**src/rtl/lcd_win_addr_ctrl.sv**
```systemverilog
// LCD controller front end: decodes SPI command/data bytes into a clamped address
// window and a stream of RGB565 pixel writes that walk that window.
module lcd_win_addr_ctrl #(
  parameter int unsigned H_RES = 480,
  parameter int unsigned V_RES = 272
) (
  input  logic        i_spi_clk,
  input  logic        i_rst_n,
  input  logic        i_spi_cs,
  input  logic        i_byte_vld,
  input  logic [7:0]  i_byte,
  input  logic        i_dc,
  output logic [7:0]  o_cmd,
  output logic [15:0] o_col_start,
  output logic [15:0] o_col_end,
  output logic [15:0] o_row_start,
  output logic [15:0] o_row_end,
  output logic        o_wr_en,
  output logic [15:0] o_wr_x,
  output logic [15:0] o_wr_y,
  output logic [15:0] o_wr_data,
  output logic        o_disp_on,
  output logic        o_win_err
);

  localparam logic [15:0] COL_MAX = 16'(H_RES - 1);
  localparam logic [15:0] ROW_MAX = 16'(V_RES - 1);

  localparam logic [7:0] CMD_SWRESET = 8'h01;
  localparam logic [7:0] CMD_DISPOFF = 8'h28;
  localparam logic [7:0] CMD_DISPON  = 8'h29;
  localparam logic [7:0] CMD_CASET   = 8'h2A;
  localparam logic [7:0] CMD_RASET   = 8'h2B;
  localparam logic [7:0] CMD_RAMWR   = 8'h2C;

  typedef enum logic [1:0] {IDLE, CASET_P, RASET_P, RAMWR} state_t;

  function automatic logic [15:0] clamp(input logic [15:0] v, input logic [15:0] lim);
    return (v > lim) ? lim : v;
  endfunction

  state_t      state_q, state_d;
  logic [7:0]  cmd_q, cmd_d;
  logic [15:0] col_start_q, col_start_d, col_end_q, col_end_d;
  logic [15:0] row_start_q, row_start_d, row_end_q, row_end_d;
  logic [31:0] shadow_q, shadow_d;
  logic [1:0]  pidx_q, pidx_d;
  logic        phase_q, phase_d;
  logic [7:0]  hi_q, hi_d;
  logic [15:0] x_q, x_d, y_q, y_d;
  logic        wr_en_q, wr_en_d;
  logic [15:0] wr_x_q, wr_x_d, wr_y_q, wr_y_d, wr_data_q, wr_data_d;
  logic        disp_on_q, disp_on_d;
  logic        win_err_q, win_err_d;

  logic [31:0] param_word;
  logic [15:0] new_start, new_end;

  always_comb begin
    state_d     = state_q;
    cmd_d       = cmd_q;
    col_start_d = col_start_q;
    col_end_d   = col_end_q;
    row_start_d = row_start_q;
    row_end_d   = row_end_q;
    shadow_d    = shadow_q;
    pidx_d      = pidx_q;
    phase_d     = phase_q;
    hi_d        = hi_q;
    x_d         = x_q;
    y_d         = y_q;
    wr_en_d     = 1'b0;
    wr_x_d      = wr_x_q;
    wr_y_d      = wr_y_q;
    wr_data_d   = wr_data_q;
    disp_on_d   = disp_on_q;
    win_err_d   = win_err_q;
    param_word  = {shadow_q[23:0], i_byte};
    new_start   = 16'd0;
    new_end     = 16'd0;

    if (i_spi_cs) begin
      // Deselect drops partial transfers but keeps the command context.
      phase_d  = 1'b0;
      pidx_d   = 2'd0;
      shadow_d = 32'd0;
    end else if (i_byte_vld && !i_dc) begin
      cmd_d    = i_byte;
      pidx_d   = 2'd0;
      phase_d  = 1'b0;
      shadow_d = 32'd0;
      case (i_byte)
        CMD_CASET: state_d = CASET_P;
        CMD_RASET: state_d = RASET_P;
        CMD_RAMWR: begin
          state_d = RAMWR;
          x_d     = col_start_q;
          y_d     = row_start_q;
        end
        CMD_DISPON: begin
          state_d   = IDLE;
          disp_on_d = 1'b1;
        end
        CMD_DISPOFF: begin
          state_d   = IDLE;
          disp_on_d = 1'b0;
        end
        CMD_SWRESET: begin
          state_d     = IDLE;
          col_start_d = 16'd0;
          col_end_d   = COL_MAX;
          row_start_d = 16'd0;
          row_end_d   = ROW_MAX;
          disp_on_d   = 1'b0;
          win_err_d   = 1'b0;
        end
        default: state_d = IDLE;
      endcase
    end else if (i_byte_vld) begin
      case (state_q)
        CASET_P, RASET_P: begin
          shadow_d = param_word;
          pidx_d   = 2'(pidx_q + 2'd1);
          if (pidx_q == 2'd3) begin
            shadow_d = 32'd0;
            pidx_d   = 2'd0;
            state_d  = IDLE;
            if (state_q == CASET_P) begin
              new_start   = clamp(param_word[31:16], COL_MAX);
              new_end     = clamp(param_word[15:0], COL_MAX);
              col_start_d = new_start;
              col_end_d   = new_end;
              win_err_d   = (new_start > new_end) || (row_start_q > row_end_q);
            end else begin
              new_start   = clamp(param_word[31:16], ROW_MAX);
              new_end     = clamp(param_word[15:0], ROW_MAX);
              row_start_d = new_start;
              row_end_d   = new_end;
              win_err_d   = (col_start_q > col_end_q) || (new_start > new_end);
            end
          end
        end
        RAMWR: begin
          if (!phase_q) begin
            hi_d    = i_byte;
            phase_d = 1'b1;
          end else begin
            phase_d = 1'b0;
            // An inverted window swallows pixels so the counters never run away.
            if (!win_err_q) begin
              wr_en_d   = 1'b1;
              wr_x_d    = x_q;
              wr_y_d    = y_q;
              wr_data_d = {hi_q, i_byte};
              if (x_q == col_end_q) begin
                x_d = col_start_q;
                y_d = (y_q == row_end_q) ? row_start_q : y_q + 16'd1;
              end else begin
                x_d = x_q + 16'd1;
              end
            end
          end
        end
        default: ;
      endcase
    end
  end

  always_ff @(posedge i_spi_clk or negedge i_rst_n) begin
    if (!i_rst_n) begin
      state_q     <= IDLE;
      cmd_q       <= 8'd0;
      col_start_q <= 16'd0;
      col_end_q   <= COL_MAX;
      row_start_q <= 16'd0;
      row_end_q   <= ROW_MAX;
      shadow_q    <= 32'd0;
      pidx_q      <= 2'd0;
      phase_q     <= 1'b0;
      hi_q        <= 8'd0;
      x_q         <= 16'd0;
      y_q         <= 16'd0;
      wr_en_q     <= 1'b0;
      wr_x_q      <= 16'd0;
      wr_y_q      <= 16'd0;
      wr_data_q   <= 16'd0;
      disp_on_q   <= 1'b0;
      win_err_q   <= 1'b0;
    end else begin
      state_q     <= state_d;
      cmd_q       <= cmd_d;
      col_start_q <= col_start_d;
      col_end_q   <= col_end_d;
      row_start_q <= row_start_d;
      row_end_q   <= row_end_d;
      shadow_q    <= shadow_d;
      pidx_q      <= pidx_d;
      phase_q     <= phase_d;
      hi_q        <= hi_d;
      x_q         <= x_d;
      y_q         <= y_d;
      wr_en_q     <= wr_en_d;
      wr_x_q      <= wr_x_d;
      wr_y_q      <= wr_y_d;
      wr_data_q   <= wr_data_d;
      disp_on_q   <= disp_on_d;
      win_err_q   <= win_err_d;
    end
  end

  assign o_cmd       = cmd_q;
  assign o_col_start = col_start_q;
  assign o_col_end   = col_end_q;
  assign o_row_start = row_start_q;
  assign o_row_end   = row_end_q;
  assign o_wr_en     = wr_en_q;
  assign o_wr_x      = wr_x_q;
  assign o_wr_y      = wr_y_q;
  assign o_wr_data   = wr_data_q;
  assign o_disp_on   = disp_on_q;
  assign o_win_err   = win_err_q;

endmodule

```
**config.mk**
```make
export PLATFORM = sky130hd
export DESIGN_NAME = lcd_win_addr_ctrl
export DESIGN_NICKNAME = d
export VERILOG_FILES = /design/src/rtl/lcd_win_addr_ctrl.sv
export SDC_FILE = /design/constraint.sdc
export NUM_CORES = 1
export LEC_CHECK = 0
export ABC_CLOCK_PERIOD_IN_PS = 4900
export CAP_MARGIN = 20
export CORE_MARGIN = 1.5
export CORE_UTILIZATION = 50
export CTS_BUF_LIST = sky130_fd_sc_hd__clkbuf_4 sky130_fd_sc_hd__clkbuf_8 sky130_fd_sc_hd__clkbuf_16
export CTS_CLUSTER_SIZE = 14
export DETAILED_ROUTE_END_ITERATION = 6
export PLACE_DENSITY = 0.74
export REMOVE_ABC_BUFFERS = 1
export SKIP_CTS_REPAIR_TIMING = 1
export SLEW_MARGIN = 10
export SYNTH_ARGS = -nofsm -noshare
export SYNTH_HDL_FRONTEND = slang
export SYNTH_SLANG_ARGS = --single-unit
```
**constraint.sdc**
```tcl
create_clock -name i_spi_clk -period 4.9 [get_ports i_spi_clk]
set_input_delay 0.49 -clock i_spi_clk [delete_from_list [all_inputs] [get_ports i_spi_clk]]
set_output_delay 0.49 -clock i_spi_clk [all_outputs]
set_load 0.05 [all_outputs]
```
==> results list, run 1 <==
- After clock tree synthesis, the clock-pin slew on the worst setup and hold paths is 70 ps.
* Average vias per placed instance: 5.785
* Cells on worst reg2reg path: 11
* Classification of the worst-slack hold path: input port to asynchronous set/reset pin
- The tree is rooted in a sky130_fd_sc_hd__clkbuf_16.
- The later pin in the worst-skew pair is clocked with a latency of 440 ps.
* Biggest area contributors in the synthesized netlist: sky130_fd_sc_hd__dfrtp_1, sky130_fd_sc_hd__ha_1, sky130_fd_sc_hd__mux2_2
- Total routing resource utilization after global routing: 25.51%
- Max_slew headroom: 34.67%
- Number of buffers inserted by port buffering: 135
- Area of the core: 20,170 um^2
- Vertical extent of the die: 146.3 um
- Setup repair after global routing left no endpoint under its margin.
- Terminus of the critical flop-to-flop path: o_win_err
* Clk_skew: 10.56 ps
- Wires add up to 26,400 um.
* Count of antenna diodes in the layout: 0
- After synthesis the netlist holds a flip-flop and latch count of 192.
- Number of hold-slack violations in the final timing report: 0
- TritonCTS built the clock tree.
* Ratio of cells with drive above 1 in the final layout: 13.39%
* HPWL after detailed placement: 19,030 um
- For this run, design rule violations remaining after detail routing come to 0.
- The Yosys step of the flow raised 0 warnings.
- Iter 0 DRT Violations: 683
* Vias post-DR: 8,128
- Final Core Density: 61.94%
- Routed len/inst: 18.79 um
* Start of the worst register-to-register path: shadow_q[4]
- A synthesized cell averages 10.52 um^2.
* Maximum number of pins on one net before global-route repair: 119
* Remaining antenna violation count: 0
* Summed negative setup slack over all endpoints: 0 ps
- Including well taps, the total number of placed cells is 1,373.
- In this run the worst path has a maximum fanout of 11.
- After floorplanning, the core was divided into 52 placement rows.
* Placer's final routability congestion estimate: 0.9037
* Die Area: 21,400 um^2
- The area growth from synthesis to layout is 21.70%.
* Setup CP Type: input port to flip-flop
* Number of detailed-routing iterations run before antenna repair: 5
- The first global-routing pass estimated 42,610 um of wire.
* Share of the clock period used by the worst path after layout: 64.76%
- Fraction of post-synthesis cell area in the top cell type by area: 43.64%
- The worst setup path is captured at a flip-flop.
* Clock buffer count from CTS: 17
- Critical path data required time: 5200 ps
- Netlist area before placement: 10,260 um^2
- Number of nets at the end of the flow: 1,204
* Final setup vio count: 0
* Yosys cell types: 69
- The H-tree was split into 4 levels.
- The longest clock path from root to sink contains 2 buffers.
- Startpoint type of the worst setup path: input port
- Worst setup slack after layout: 1727 ps
- Count of maximum capacitance violations: 0
* Syn Inst Count: 976
* Reported leakage power: 5.913 nW
- Initial antenna violation count: 0
- The worst path in the final design needs a cycle of 3173 ps, including I/O delays and setup.
- The run finished with clean final reports.
- Aggregate global routing overflow: 0
- Fill cells in the final layout number 1,671.
- The number of global-route vias before repair was 7,610.
* Cell accounting for the most synthesized area: sky130_fd_sc_hd__dfrtp_1
- Leaving out filler cells and counting taps, the final layout contains 1,405.
- IO Count: 136
* Die outline width: 146.3 um
* Pre-CTS worst setup slack: 1284 ps
- In this run, synthesis inferred 0 flip-flops with an integrated enable.
* Count of final max-slew check failures: 0
- Effective utilization at floorplan: 50.89%
- For the pin with the worst max-slew slack, the measured transition is 980.0 ps.
- Top_reg_cell synth: sky130_fd_sc_hd__dfrtp_1
- Register-to-register path setup slack: 1750 ps
- Of the synthesized area, sequential elements account for 46.96%.
- The tree built by TritonCTS fans out to 192 sinks.
- Maximum vdd drop: 0.2783 mV
- Highest achievable clock rate: 0.3151 GHz
- Ratio of total power to cell area: 313.1 nW/um^2
* Async SR Flop Fraction: 100.0%
- Critical Path AT: 3470 ps
-- worst max-delay path by stage --
stage / from / end / depth (start not counted)
2_1_floorplan: i_spi_cs / o_wr_data[0] / 3
3_3_place_gp: i_byte[6] / o_win_err / 13
3_5_place_dp: i_byte[6] / o_win_err / 13
4_1_cts: i_byte[6] / o_win_err / 13
5_1_grt: i_byte[6] / o_win_err / 13
6_report: i_byte[6] / o_win_err / 13
-- layout make-up --
class                   instances  area, um^2  area share (%)
clock buffers                  18       439.2           3.516
clock inverters                14       141.4           1.132
inverters                      63       236.5           1.893
multi-input cells             701        5059           40.49
flip-flops and latches        192        4821           38.59
well taps                     270       337.8           2.704
repair buffers                147        1458           11.67
-- kinds of logic after synthesis --
logic type / Yosys count / share of synthesized area (%)
AND/OR/NAND/NOR: 280 / 13.87
AO/OA/AOI/OAI: 205 / 13.83
flip-flops: 192 / 46.96
buffers and inverters: 109 / 4.851
multiplexers: 86 / 9.178
adder cells (fa/ha/maj): 69 / 8.411
XOR/XNOR: 33 / 2.816
other: 2 / 0.07316
-- where the power goes --
group	internal, W	switching (W)	total [W]
clock	0.000732	0.000654	0.00139
sequential	0.00166	0.0000879	0.00175
combinational	0.000264	0.000510	0.000775
-- layout by cell type (no fill, tap or decap), types with 9 or more instances in the layout --
cell type	instances
sky130_fd_sc_hd__a21oi_1	60
sky130_fd_sc_hd__a22o_1	33
sky130_fd_sc_hd__a22oi_1	11
sky130_fd_sc_hd__and2_1	19
sky130_fd_sc_hd__buf_4	11
sky130_fd_sc_hd__clkbuf_16	17
sky130_fd_sc_hd__clkdlybuf4s50_1	134
sky130_fd_sc_hd__conb_1	28
sky130_fd_sc_hd__dfrtp_1	179
sky130_fd_sc_hd__dfstp_2	13
sky130_fd_sc_hd__ha_1	69
sky130_fd_sc_hd__inv_1	63
sky130_fd_sc_hd__mux2_2	65
sky130_fd_sc_hd__mux2i_1	21
sky130_fd_sc_hd__nand2_1	59
sky130_fd_sc_hd__nand3_1	33
sky130_fd_sc_hd__nand4_1	17
sky130_fd_sc_hd__nor2_1	76
sky130_fd_sc_hd__nor3_1	10
sky130_fd_sc_hd__nor4_1	16
sky130_fd_sc_hd__o211ai_1	13
sky130_fd_sc_hd__o21ai_0	26
sky130_fd_sc_hd__o22ai_1	9
sky130_fd_sc_hd__xor2_1	32
-- Yosys cell counts, types with 9 or more instances --
library cell	n
sky130_fd_sc_hd__dfrtp_1	179
sky130_fd_sc_hd__nor2_1	76
sky130_fd_sc_hd__ha_1	69
sky130_fd_sc_hd__mux2_2	65
sky130_fd_sc_hd__inv_1	63
sky130_fd_sc_hd__a21oi_1	61
sky130_fd_sc_hd__nand2_1	59
sky130_fd_sc_hd__a22o_1	33
sky130_fd_sc_hd__nand3_1	33
sky130_fd_sc_hd__xor2_1	32
sky130_fd_sc_hd__clkbuf_1	26
sky130_fd_sc_hd__o21ai_0	26
sky130_fd_sc_hd__mux2i_1	21
sky130_fd_sc_hd__and2_1	19
sky130_fd_sc_hd__nand4_1	17
sky130_fd_sc_hd__nor4_1	17
sky130_fd_sc_hd__dfstp_2	13
sky130_fd_sc_hd__o211ai_1	13
sky130_fd_sc_hd__a22oi_1	11
sky130_fd_sc_hd__nor3_1	10
sky130_fd_sc_hd__buf_6	9
sky130_fd_sc_hd__o22ai_1	9
-- sequential cells by signal, summed over array words and instances (netlist names) --
register and count:
shadow_q 24, o_col_end 16, o_col_start 16, o_row_end 16, o_row_start 16, o_wr_data 16, o_wr_x 16, o_wr_y 16
x_q 16, y_q 16, hi_q 8, o_cmd 8, pidx_q 2, state_q 2, o_disp_on 1, o_win_err 1
o_wr_en 1, phase_q 1
-- worst max-delay path: stages --
cell	delay (ps)
sky130_fd_sc_hd__clkdlybuf4s50_1	390
sky130_fd_sc_hd__buf_4	170
sky130_fd_sc_hd__or3_1	380
sky130_fd_sc_hd__o21ai_0	200
sky130_fd_sc_hd__nor2b_1	360
sky130_fd_sc_hd__nand2_1	110
sky130_fd_sc_hd__ha_1	310
sky130_fd_sc_hd__a21oi_1	130
sky130_fd_sc_hd__o21ai_0	90
sky130_fd_sc_hd__a221o_1	310
sky130_fd_sc_hd__a211o_1	230
sky130_fd_sc_hd__a22oi_1	150
sky130_fd_sc_hd__a41oi_1	120
-- metal layers --
metal	track usage (%)	wire, um	up-vias
met1	37.56	12020	4003
met2	37.91	11960	322
met5	0	0	-
li1	-	-	3758
met3	5.125	1834	45
met4	8.030	576	0
-- metrics by stage --
stage	hold WS, ps	total power [W]	instance area, um^2
floorplan	194.4	0.002249	10100
global placement	468.5	0.002528	11910
detailed placement	485.8	0.002545	11910
CTS	252.4	0.003929	12490
global route	280.8	0.004068	12490
finish	183.1	0.003911	12490
No activity file was read; power rests on OpenSTA's default activity.
==> run 2: changes to the inputs <==
--- a/config.mk
+++ b/config.mk
@@ -5,7 +5,7 @@
 export SDC_FILE = /design/constraint.sdc
 export NUM_CORES = 1
 export LEC_CHECK = 0
-export ABC_CLOCK_PERIOD_IN_PS = 4900
+export ABC_CLOCK_PERIOD_IN_PS = 3190
 export CAP_MARGIN = 20
 export CORE_MARGIN = 1.5
 export CORE_UTILIZATION = 50
==> constraint.sdc (replaced) <==
create_clock -name i_spi_clk -period 3.19 [get_ports i_spi_clk]
set_input_delay 0.319 -clock i_spi_clk [delete_from_list [all_inputs] [get_ports i_spi_clk]]
set_output_delay 0.319 -clock i_spi_clk [all_outputs]
set_load 0.05 [all_outputs]
==> run 2 against run 1 <==
Effect of this change:
- utilization up 0.99 points
- highest routed layer unchanged
- worst setup slack worse by 1500 ps
- largest cell class unchanged
- critical path depth shrank 2
==> results list, run 2 (synthesis gave the netlist of run 1 again) <==
- Outcome: finished clean (unchanged)
- Of the available clock period, the critical path in the final layout requires 92.79%.
- Unrepaired setup endpoints after global routing: false (unchanged)
- Register-to-register path setup slack: 230 ps (was 1750 ps)
- The net switching power figure came to 0.001951 W (was 0.001252 W).
- The tightest slew margin relative to the limit came to 39.05% (was 34.67%).
* Transition time of the tightest slew-check pin: 914.3 ps (was 980.0 ps)
- The power density over the cells was 488.3 nW/um^2 (was 313.1 nW/um^2).
* Internal Pwr Total: 0.004247 W (was 0.002659 W)
- The fraction of final layout cells with drive strength greater than 1 was 14.89% (was 13.39%).
* Critical Path AT: 3300 ps (was 3470 ps)
* Type of element capturing the critical path: flip-flop (unchanged)
* Largest register by flop count: shadow_q (unchanged)
- Start of the worst register-to-register path: shadow_q[4] (unchanged)
* Leading cell type in the layout, fill and taps excluded: sky130_fd_sc_hd__dfrtp_1 (unchanged)
* HPWL after detailed placement: 19,500 um (was 19,030 um)
- Clock root buffer master: sky130_fd_sc_hd__clkbuf_16 (unchanged)
- Cell with the largest stage delay on the worst path: sky130_fd_sc_hd__dfrtp_1 (was sky130_fd_sc_hd__clkdlybuf4s50_1)
- Initial antenna violation count: 0 (unchanged)
* Min Clock Period, post-route: 2960 ps
- Number of buffer and inverter instances along the worst setup path: 0 (was 2)
- Startpoint type of the worst setup path: flip-flop (was input port)
- The clock latency on the worst-skew pair came to 440 ps (about the same).
- The delay contributed by the slowest stage of the critical path is 410 ps (was 390 ps).
- The number of max-cap violations is 0 (unchanged).
* Number of nets at the end of the flow: 1,224 (was 1,204)
- The total global routing overflow came to 0 (unchanged).
- The detailed-routing iteration count for the pre-antenna-repair pass is 5 (unchanged).
- The largest delay contributor family on the critical path is simple AND/OR/NAND/NOR gates (was compound AO/OA/AOI/OAI gates).
* Clock buffer count from CTS: 17 (unchanged)
* Effective utilization at floorplan: 50.89% (unchanged)
* Routed len/inst: 18.79 um (about the same)
- The number of input and output port buffers inserted is 135 (unchanged).
* Reg clk slew, reported paths: 70 ps (about the same)
- Clk_skew: 10.93 ps (was 10.56 ps)
- Area of the core: 20,170 um^2 (unchanged)
- The leakage power was 6.029 nW (was 5.913 nW).
- The overall die width was 146.3 um (unchanged).
- Placer's final routability congestion estimate: 0.8997 (was 0.9037)
- The first-pass GRT wire length is 42,970 um (was 42,610 um).
- Final setup vio count: 0 (unchanged)
- Final Core Density: 62.93% (was 61.94%)
- Combinational share of power: 19.8% (about the same)
* Total routing resource utilization after global routing: 25.56% (was 25.51%)
- Vertical extent of the die: 146.3 um (unchanged)
- The clock network power share came to 36.8% (was 35.5%).
- The die area came to 21,400 um^2 (unchanged).
* Ordered cell list for the critical path: nor4_1 -> nand2_1 -> a41o_1 -> or2_2 -> ha_1 -> nand4_1 -> nor2_1 -> a21oi_1 -> o311a_1 -> a21oi_1 -> a41oi_1 (was clkdlybuf4s50_1 -> buf_4 -> or3_1 -> o21ai_0 -> nor2b_1 -> nand2_1 -> ha_1 -> a21oi_1 -> o21ai_0 -> a221o_1 -> a211o_1 -> a22oi_1 -> a41oi_1)
- Number of global-route vias before repair: 7,961 (was 7,610)
- Sink Count: 192 (unchanged)
- The power after layout came to 0.006198 W (was 0.003911 W).
- The via-per-instance ratio came to 5.738 (was 5.785).
- Worst hold-check slack: 478.4 ps (was 183.1 ps)
- The worst IR drop on VDD was 0.4062 mV (was 0.2783 mV).
- Classification of the worst-slack hold path: input port to asynchronous set/reset pin (unchanged)
- The number of flip-flops under the largest register name came to 24 (unchanged).
- H-Tree Depth: 4 (unchanged)
- Biggest fanout along the worst timing path: 8 (was 11)
- Based on the critical path, the design can be clocked at up to 0.3378 GHz.
- Growth of design area from synthesis to finish: 23.65% (was 21.70%)
- The antenna violation net count after detailed routing is 0 (unchanged).
- Vias post-DR: 8,177 (was 8,128)
- Count of final max-slew check failures: 0 (unchanged)
* Iter 0 DRT Violations: 574 (was 683)
* TritonCTS clock tree: done (unchanged)
- The cell repeated most along the worst path is sky130_fd_sc_hd__a21oi_1 (was sky130_fd_sc_hd__o21ai_0).
- Switching power share of the total: 31.48% (was 32.02%)
* DRC errors left: 0 (unchanged)
* Number of hold-slack violations in the final timing report: 0 (unchanged)
- Maximum clock insertion buffer count: 2 (unchanged)
- The count of standard-cell rows was 52 (unchanged).
- WL final: 26,780 um (was 26,400 um)
* Maximum number of pins on one net before global-route repair: 87 (was 119)
* Count of antenna diodes in the layout: 0 (unchanged)
- Commonest cells after routing, fill and taps aside: sky130_fd_sc_hd__dfrtp_1, sky130_fd_sc_hd__clkdlybuf4s50_1, sky130_fd_sc_hd__nor2_1 (unchanged)
* Critical path data required time: 3530 ps (was 5200 ps)
- The worst reg-to-reg path cell count was 11 (unchanged).
* Setup CP Type: flip-flop to flip-flop (was input port to flip-flop)
- The end of the worst register-to-register path was o_win_err (unchanged).
- The part of the total power dissipated in sequential elements is 43.4% (was 44.7%).
* IO Count: 136 (unchanged)
==> run 2: changes by cell type in the layout (fill, tap and decap cells not counted), sizes merged <==
cell / delta
clkbuf: -1
clkinvlp: +2
buf: +19
bufinv: +2
inv: -3
dlygate4sd3: +1
==> run 2: how the worst max path moves through the flow <==
| stage | start | endpoint | cells after the start |
|---|---|---|---|
| 3_3_place_gp | i_byte[6] | o_win_err | 13 |
| 6_report | shadow_q[4] | o_win_err | 11 |
| 4_1_cts | shadow_q[4] | o_win_err | 11 |
| 3_5_place_dp | i_byte[6] | o_win_err | 13 |
| 5_1_grt | shadow_q[20] | o_win_err | 12 |
| 2_1_floorplan | state_q[0] | o_wr_data[0] | 4 |
==> run 2: power groups by stage <==
stage / sequential [W] / combinational (W) / clock, W
after floorplan: 0.00300 / 0.000451 / 0
after global placement: 0.00273 / 0.00118 / 0
after detailed placement: 0.00273 / 0.00121 / 0
after CTS: 0.00269 / 0.00121 / 0.00229
after global routing: 0.00270 / 0.00132 / 0.00240
final: 0.00269 / 0.00123 / 0.00228
==> run 2: cell type report <==
| type | count | area, um^2 |
|---|---|---|
| Fill cell | 1682 | 7477 |
| Clock buffer | 17 | 425.4 |
| Clock inverter | 15 | 200.2 |
| Timing Repair Buffer | 167 | 1610 |
| Tap cell | 270 | 337.8 |
| Sequential cell | 192 | 4821 |
| Inverter | 63 | 236.5 |
| Multi-Input combinational cell | 701 | 5061 |
==> run 2: metal layers <==
layer	vias up	wire (um)	GRT usage, %	part of all wire [%]
li1	3810	-	-	-
met1	3977	11810	35.83	44
met2	330	11950	38.46	45
met3	60	2154	5.281	8.0
met4	0	866	11.21	3.2
met5	-	0	0	0
==> run 2: per-stage QoR <==
stage	instances	setup TNS (ps)	area (um^2)	setup WS (ps)
3_3_place_gp	1392	-14.42	12050	-14.42
4_1_cts	1424	0	12680	239.8
3_5_place_dp	1392	-85.59	12050	-85.59
2_1_floorplan	956	-87450	10100	-1695
5_1_grt	1425	0	12690	26.95
6_report	1425	0	12690	229.9
==> run 2: worst register-to-register path: stages (launching register included) <==
cell                      delay, ps
sky130_fd_sc_hd__dfrtp_1        410
sky130_fd_sc_hd__nor4_1         400
sky130_fd_sc_hd__nand2_1        280
sky130_fd_sc_hd__a41o_1         360
sky130_fd_sc_hd__or2_2          300
sky130_fd_sc_hd__ha_1           290
sky130_fd_sc_hd__nand4_1        110
sky130_fd_sc_hd__nor2_1          60
sky130_fd_sc_hd__a21oi_1        180
sky130_fd_sc_hd__o311a_1        180
sky130_fd_sc_hd__a21oi_1         40
sky130_fd_sc_hd__a41oi_1        250
